===== config.mk =====
export PLATFORM = sky130hd
export DESIGN_NAME = top_proc
export DESIGN_NICKNAME = d
export VERILOG_FILES = /design/src/rtl/top_proc_pkg.sv /design/src/rtl/top_proc_regfile.sv /design/src/rtl/top_proc.sv
export SDC_FILE = /design/constraint.sdc
export NUM_CORES = 2
export LEC_CHECK = 0
export ABC_CLOCK_PERIOD_IN_PS = 5100
export CAP_MARGIN = 15
export CORE_ASPECT_RATIO = 0.6
export CORE_MARGIN = 8
export CORE_UTILIZATION = 35
export CTS_BUF_LIST = sky130_fd_sc_hd__clkbuf_2 sky130_fd_sc_hd__clkbuf_4 sky130_fd_sc_hd__clkbuf_8
export DETAILED_ROUTE_END_ITERATION = 7
export GPL_TIMING_DRIVEN = 1
export HOLD_SLACK_MARGIN = 0.03
export SYNTH_ARGS = -nofsm -noshare
export SYNTH_HDL_FRONTEND = slang
export SYNTH_SLANG_ARGS = --single-unit

===== constraint.sdc =====
create_clock -name clk -period 5.1 [get_ports clk]
set_input_delay 0.51 -clock clk [delete_from_list [all_inputs] [get_ports clk]]
set_output_delay 0.51 -clock clk [all_outputs]
set_load 0.02 [all_outputs]

===== src/rtl/top_proc_pkg.sv =====
// Shared constants, ALU op codes, FSM states and instruction decode for top_proc.
// TOP_PROC_SHIFT_EN enables the shift instructions.
package top_proc_pkg;

    localparam logic [6:0] OP_R   = 7'b0110011;
    localparam logic [6:0] OP_I   = 7'b0010011;
    localparam logic [6:0] OP_LW  = 7'b0000011;
    localparam logic [6:0] OP_SW  = 7'b0100011;
    localparam logic [6:0] OP_BEQ = 7'b1100011;

`ifdef TOP_PROC_SHIFT_EN
    localparam logic SHIFT_EN = 1'b1;
`else
    localparam logic SHIFT_EN = 1'b0;
`endif

    typedef enum logic [2:0] {S_IF, S_ID, S_EX, S_MEM, S_WB} state_t;

    typedef enum logic [3:0] {
        ALU_ADD, ALU_SUB, ALU_AND, ALU_OR, ALU_XOR,
        ALU_SLT, ALU_SLL, ALU_SRL, ALU_SRA
    } alu_op_t;

    typedef struct packed {
        alu_op_t alu_op;
        logic    use_imm;
        logic    reg_write;
        logic    is_lw;
        logic    is_sw;
        logic    is_beq;
    } ctrl_t;

    // Anything not recognised falls through with all enables low, i.e. a NOP.
    function automatic ctrl_t decode(input logic [31:0] ir);
        ctrl_t      c;
        logic [2:0] f3;
        logic [6:0] f7;
        f3 = ir[14:12];
        f7 = ir[31:25];
        c.alu_op    = ALU_ADD;
        c.use_imm   = 1'b0;
        c.reg_write = 1'b0;
        c.is_lw     = 1'b0;
        c.is_sw     = 1'b0;
        c.is_beq    = 1'b0;
        case (ir[6:0])
            OP_R: begin
                c.reg_write = 1'b1;
                case ({f7, f3})
                    {7'h00, 3'b000}: c.alu_op = ALU_ADD;
                    {7'h20, 3'b000}: c.alu_op = ALU_SUB;
                    {7'h00, 3'b111}: c.alu_op = ALU_AND;
                    {7'h00, 3'b110}: c.alu_op = ALU_OR;
                    {7'h00, 3'b100}: c.alu_op = ALU_XOR;
                    {7'h00, 3'b010}: c.alu_op = ALU_SLT;
                    {7'h00, 3'b001}: begin c.alu_op = ALU_SLL; c.reg_write = SHIFT_EN; end
                    {7'h00, 3'b101}: begin c.alu_op = ALU_SRL; c.reg_write = SHIFT_EN; end
                    {7'h20, 3'b101}: begin c.alu_op = ALU_SRA; c.reg_write = SHIFT_EN; end
                    default:         c.reg_write = 1'b0;
                endcase
            end
            OP_I: begin
                c.use_imm   = 1'b1;
                c.reg_write = 1'b1;
                case (f3)
                    3'b000: c.alu_op = ALU_ADD;
                    3'b010: c.alu_op = ALU_SLT;
                    3'b100: c.alu_op = ALU_XOR;
                    3'b110: c.alu_op = ALU_OR;
                    3'b111: c.alu_op = ALU_AND;
                    3'b001: begin
                        c.alu_op    = ALU_SLL;
                        c.reg_write = SHIFT_EN && (f7 == 7'h00);
                    end
                    3'b101: begin
                        c.alu_op    = (f7 == 7'h20) ? ALU_SRA : ALU_SRL;
                        c.reg_write = SHIFT_EN && ((f7 == 7'h00) || (f7 == 7'h20));
                    end
                    default: c.reg_write = 1'b0;
                endcase
            end
            OP_LW: if (f3 == 3'b010) begin
                c.use_imm   = 1'b1;
                c.reg_write = 1'b1;
                c.is_lw     = 1'b1;
            end
            OP_SW: if (f3 == 3'b010) begin
                c.use_imm = 1'b1;
                c.is_sw   = 1'b1;
            end
            OP_BEQ: if (f3 == 3'b000) begin
                c.alu_op = ALU_SUB;
                c.is_beq = 1'b1;
            end
            default: ;
        endcase
        return c;
    endfunction

endpackage


===== src/rtl/top_proc_regfile.sv =====
// 32x32 register file: two asynchronous read ports, one synchronous write port.
// x0 is never written, so it always reads zero.
module top_proc_regfile (
    input  logic        clk,
    input  logic        rst,
    input  logic [4:0]  ra1,
    input  logic [4:0]  ra2,
    output logic [31:0] rd1,
    output logic [31:0] rd2,
    input  logic        we,
    input  logic [4:0]  wa,
    input  logic [31:0] wd
);

    logic [31:0] regs_q [32];

    always_ff @(posedge clk) begin
        if (rst) begin
            for (int i = 0; i < 32; i++) begin
                regs_q[i] <= '0;
            end
        end else if (we && (wa != 5'd0)) begin
            regs_q[wa] <= wd;
        end
    end

    assign rd1 = regs_q[ra1];
    assign rd2 = regs_q[ra2];

endmodule


===== src/rtl/top_proc.sv =====
// Multicycle RV32I-subset core, fixed IF/ID/EX/MEM/WB sequence, one instruction per five cycles.
// Define TOP_PROC_SHIFT_EN to build the shifter (SLL/SRL/SRA and immediate forms).
module top_proc
    import top_proc_pkg::*;
#(
    parameter logic [31:0] INITIAL_PC = 32'h00400000
) (
    input  logic        clk,
    input  logic        rst,
    input  logic [31:0] instr,
    input  logic [31:0] dReadData,
    output logic [31:0] PC,
    output logic [31:0] dAddress,
    output logic [31:0] dWriteData,
    output logic        MemRead,
    output logic        MemWrite,
    output logic [31:0] WriteBackData
);

    state_t      state_q, state_d;
    logic [31:0] pc_q, pc_d;
    logic [31:0] ir_q, ir_d;
    logic [31:0] a_q, a_d;
    logic [31:0] b_q, b_d;
    logic [31:0] imm_q, imm_d;
    logic [31:0] alu_out_q, alu_out_d;
    logic        zero_q, zero_d;

    logic [31:0] rs1_data, rs2_data;
    logic [31:0] imm_gen, alu_b, alu_res;
    ctrl_t       ctrl;
    logic        rf_we;

    assign ctrl = decode(ir_q);

    top_proc_regfile u_regfile (
        .clk (clk),
        .rst (rst),
        .ra1 (instr[19:15]),
        .ra2 (instr[24:20]),
        .rd1 (rs1_data),
        .rd2 (rs2_data),
        .we  (rf_we),
        .wa  (ir_q[11:7]),
        .wd  (WriteBackData)
    );

    always_comb begin
        imm_gen = '0;
        case (instr[6:0])
            OP_I, OP_LW: imm_gen = {{20{instr[31]}}, instr[31:20]};
            OP_SW:       imm_gen = {{20{instr[31]}}, instr[31:25], instr[11:7]};
            OP_BEQ:      imm_gen = {{19{instr[31]}}, instr[31], instr[7],
                                    instr[30:25], instr[11:8], 1'b0};
            default:     imm_gen = '0;
        endcase
    end

    always_comb begin
        alu_b   = ctrl.use_imm ? imm_q : b_q;
        alu_res = '0;
        case (ctrl.alu_op)
            ALU_ADD: alu_res = a_q + alu_b;
            ALU_SUB: alu_res = a_q - alu_b;
            ALU_AND: alu_res = a_q & alu_b;
            ALU_OR:  alu_res = a_q | alu_b;
            ALU_XOR: alu_res = a_q ^ alu_b;
            ALU_SLT: alu_res = {31'b0, $signed(a_q) < $signed(alu_b)};
`ifdef TOP_PROC_SHIFT_EN
            ALU_SLL: alu_res = a_q << alu_b[4:0];
            ALU_SRL: alu_res = a_q >> alu_b[4:0];
            ALU_SRA: alu_res = $signed(a_q) >>> alu_b[4:0];
`else
            ALU_SLL, ALU_SRL, ALU_SRA: alu_res = '0;
`endif
            default: alu_res = '0;
        endcase
    end

    always_comb begin
        state_d   = state_q;
        pc_d      = pc_q;
        ir_d      = ir_q;
        a_d       = a_q;
        b_d       = b_q;
        imm_d     = imm_q;
        alu_out_d = alu_out_q;
        zero_d    = zero_q;
        case (state_q)
            S_IF: state_d = S_ID;
            S_ID: begin
                ir_d    = instr;
                a_d     = rs1_data;
                b_d     = rs2_data;
                imm_d   = imm_gen;
                state_d = S_EX;
            end
            S_EX: begin
                alu_out_d = alu_res;
                zero_d    = (alu_res == 32'd0);
                state_d   = S_MEM;
            end
            S_MEM: state_d = S_WB;
            S_WB: begin
                pc_d    = (ctrl.is_beq && zero_q) ? pc_q + imm_q : pc_q + 32'd4;
                state_d = S_IF;
            end
            default: state_d = S_IF;
        endcase
    end

    always_ff @(posedge clk) begin
        if (rst) begin
            state_q   <= S_IF;
            pc_q      <= INITIAL_PC;
            ir_q      <= '0;
            a_q       <= '0;
            b_q       <= '0;
            imm_q     <= '0;
            alu_out_q <= '0;
            zero_q    <= 1'b0;
        end else begin
            state_q   <= state_d;
            pc_q      <= pc_d;
            ir_q      <= ir_d;
            a_q       <= a_d;
            b_q       <= b_d;
            imm_q     <= imm_d;
            alu_out_q <= alu_out_d;
            zero_q    <= zero_d;
        end
    end

    // Strobes are masked by rst so a reset landing in MEM leaves the RAM untouched.
    assign MemRead       = (state_q == S_MEM) && ctrl.is_lw && !rst;
    assign MemWrite      = (state_q == S_MEM) && ctrl.is_sw && !rst;
    assign rf_we         = (state_q == S_WB) && ctrl.reg_write;
    assign PC            = pc_q;
    assign dAddress      = (state_q == S_EX) ? alu_res : alu_out_q;
    assign dWriteData    = b_q;
    assign WriteBackData = ctrl.is_lw ? dReadData : alu_out_q;

endmodule


==> results_dict.tcl <==
set metrics [dict create \
    status "complete, but fails checks" \
    violations "negative setup slack" \
    final_max_slew_viol_count 0 \
    hold_path_depth 2 \
    netSwitchingFraction_pct 29.3 \
    start_util_pct 35.1 \
    htreeDepth 4 \
    synth-seq-cells 1191 \
    coreArea_um2 187000 \
    antenna_found_initial 12 \
    vias 49500 \
    ys_types 98 \
    multiInputGateArea_um2 30600 \
    wl_per_cell_um 32.3 \
    stdcell_area_um2 78000 \
    finalCriticalPeriod_ns 5.80 \
    postRouteWirelength_mm 262 \
    p_switching_mw 6.97 \
    drv_cap 0 \
    grt_first_pass_wirelength_mm 364 \
    min_path_type "in2reg" \
    die_h_um 351 \
    intPower_mw 16.9 \
    fp-row-count 123 \
    fillCellCount 17200 \
    end_kind "output pin" \
    ys.warnings.count 0 \
    finalWeightedCongestion 0.908 \
    clkTransAtPathRegs_ns 0.07 \
    cts_buffers 179 \
    synth.most_common_cell "nor2_1" \
    setup_ws_ns -0.702 \
    crit_required_ns 4.59 \
    area_growth_pct 19.2 \
    async_reset_ff_share_pct 0 \
    gr-usage-all-layers_pct 25.2 \
    grt_max_degree 93 \
    port_buffers 195 \
    drt_iter0_drc 8576 \
    dieArea_um2 202000 \
    remaining_drc_errors 0 \
    p_per_area_nw_per_um2 306 \
    ios 196 \
    dp_slack_ns -0.928 \
    cp_common_cell "buf_6" \
    synthCells 5081 \
    leakagePower_nw 27.3 \
    final_nets 5719 \
    cp.buffers_inverters 5 \
    ant_nets 0 \
    relSlewSlack_pct 21.2 \
    rsz0062_at_grt "yes" \
    first_pass_iters 6 \
    pwr-share-comb_pct 19.6 \
    synth-edff-count 1024 \
    crit_chain "nand4bb_4 -> nor2_4 -> nand2_4 -> buf_6 -> mux2_4 -> buf_6 -> fa_2 -> or2_4 -> a221oi_4 -> o31ai_4 -> o31a_1 -> o22ai_2 -> a21oi_2 -> nor3_2 -> buf_4 -> o211ai_1 -> and2_4 -> buf_6 -> o2111ai_2 -> and3_4 -> a21oi_4 -> buf_6" \
    critPathKind "reg2out" \
    tritoncts "yes" \
    slowest_delay_ns 0.37 \
    syn-cell-area_um2 65400 \
    cp-start-kind "flop" \
    fin_skew_ns 0.0448 \
    die_w_um 574 \
    whs_ns 0.124 \
    worst_slew_pin_slew_ns 1.15 \
    seq_power_share_pct 47.0 \
    setup_violations 25 \
    first_global_vias 46700 \
    seq_area_frac_synth_pct 52.1 \
    fin_crit_sh_pct 114 \
    cts_buffer_depth 4 \
    r2r_slack_ns 0.11 \
    post-synth-top-area-fraction_pct 47.0 \
    ff2ff_path_depth 24 \
    clk_latency_ns 0.92 \
    ys.flop_type "edfxtp_1" \
    cp.depth 22 \
    cpMaxStageDelayCell "fa_2" \
    crit_family "compound AO/OA/AOI/OAI gates" \
    overflow 0 \
    synth_area_leader_cell "edfxtp_1" \
    drive_above_1_share_pct 30.4 \
    tns_ns -10.46 \
    synth.area.top_cells "edfxtp_1 47%, mux4_2 22%, nor2_1 7.0%, dfxtp_1 5.1%, ha_1 2.6%" \
    avgSynthCellArea_um2 12.9 \
    cp.arrival_ns 5.29 \
    placed_area_um2 73600 \
    total_power_mw 23.8 \
    seqCellArea_um2 34100 \
    cts_sinks 1191 \
    critPathMaxFanout 3 \
    hpwl_mm 170 \
    viasPerCell 6.09 \
    hold_viol 0 \
    cts-root-buf "clkbuf_8" \
    synth.top_cells.by_count "1225 x nor2_1, 1024 x edfxtp_1, 640 x mux4_2" \
    clock.fmax_mhz 172 \
    ir_drop_mv 0.245 \
    pwr-share-clk_pct 33.4 \
]
[per-stage QoR]
stage / utilization [%] / std cells
floorplan: - / 5112
global placement: 39.4 / 7811
detailed placement: 39.4 / 7811
CTS: 41.6 / 8130
global route: 41.8 / 8135
finish: 41.8 / 8136
[flip-flops by register name, indices dropped and copies added, names as in the netlist]
name	flops
alu_out_q	32
a_q	32
dWriteData	32
u_regfile.regs_q	1024
ir_q	22
PC	32
state_q	3
imm_q	13
zero_q	1
[per-layer routing]
layer | GRT usage, % | routed length (µm) | part of all wire [%]
met1 | 37.3 | 109000 | 41
met2 | 33.0 | 101000 | 38
met3 | 10.6 | 43100 | 16
met4 | 7.65 | 9580 | 3.6
met5 | 0 | 57 | 0.022
[timing repair]
item / in CTS / in global routing
gates resized for setup: 267 / 79
hold endpoints to repair: 0 / 0
pin swaps: 66 / 37
hold buffers: 0 / 0
buffers inserted: 22 / 5
setup endpoints to repair: 36 / 33
cloned: 0 / 0
[power groups by stage]
stage | clock network [mW] | logic (mW) | registers, mW
floorplan | 0 | 2.32 | 11.3
global placement | 0 | 4.25 | 11.4
detailed placement | 0 | 4.27 | 11.4
CTS | 7.97 | 4.50 | 11.2
global route | 8.41 | 4.87 | 11.2
finish | 7.96 | 4.68 | 11.2
[path summary, 6_finish.rpt]
| kind | start | to |
|---|---|---|
| max | ir_q[3]$_SDFFE_PP0P_ | dAddress[0] |
| min reg2reg | ir_q[8]$_SDFFE_PP0P_ | ir_q[8]$_SDFFE_PP0P_ |
| min | rst | PC[31]$_SDFFE_PP0N_ |
| max reg2reg | ir_q[3]$_SDFFE_PP0P_ | zero_q$_SDFFE_PP0N_ |
[cell type report]
cell class / instances / area share (%)
Multi-Input combinational cell: 3314 / 39.2
Clock buffer: 252 / 3.91
Tap cell: 2500 / 4.01
Clock inverter: 48 / 0.358
Inverter: 144 / 0.703
Antenna cell: 2 / 0.00642
Timing Repair Buffer: 685 / 8.10
Sequential cell: 1191 / 43.7
[kinds of logic after synthesis]
group           Yosys count  synth area share (%)
mux                     768                  24.0
simple gates           1765                  11.2
buf+inv                 607                  3.57
xor+xnor                 41                 0.549
flops                  1191                  52.1
other cells               1               0.00573
compound gates          570                  5.85
fa+ha+maj               138                  2.67
[layout by cell type, fill, tap and decap left out, drive strengths merged, types with 9 or more instances in the layout]
master and instances:
conb 32, nor3 50, nor2 1226, nand4 16, o21ai 97, edfxtp 1024, o31ai 13, and3 22
clkdlybuf4s50 153, mux2i 109, nand2b 14, clkinv 43, dfxtp 167, and4 9, clkbuf 254, a31oi 15
xnor2 26, ha 135, a21oi 166, a211oi 95, nor4 14, mux4 640, a22oi 10, a221oi 15
nor3b 10, xor2 15, nand3 44, nand2 262, a2111oi 11, inv 145, mux2 19, buf 523
and2 41, o21bai 16, a21o 22, o211ai 27, nor2b 15
(Power assumes the default switching activity.)
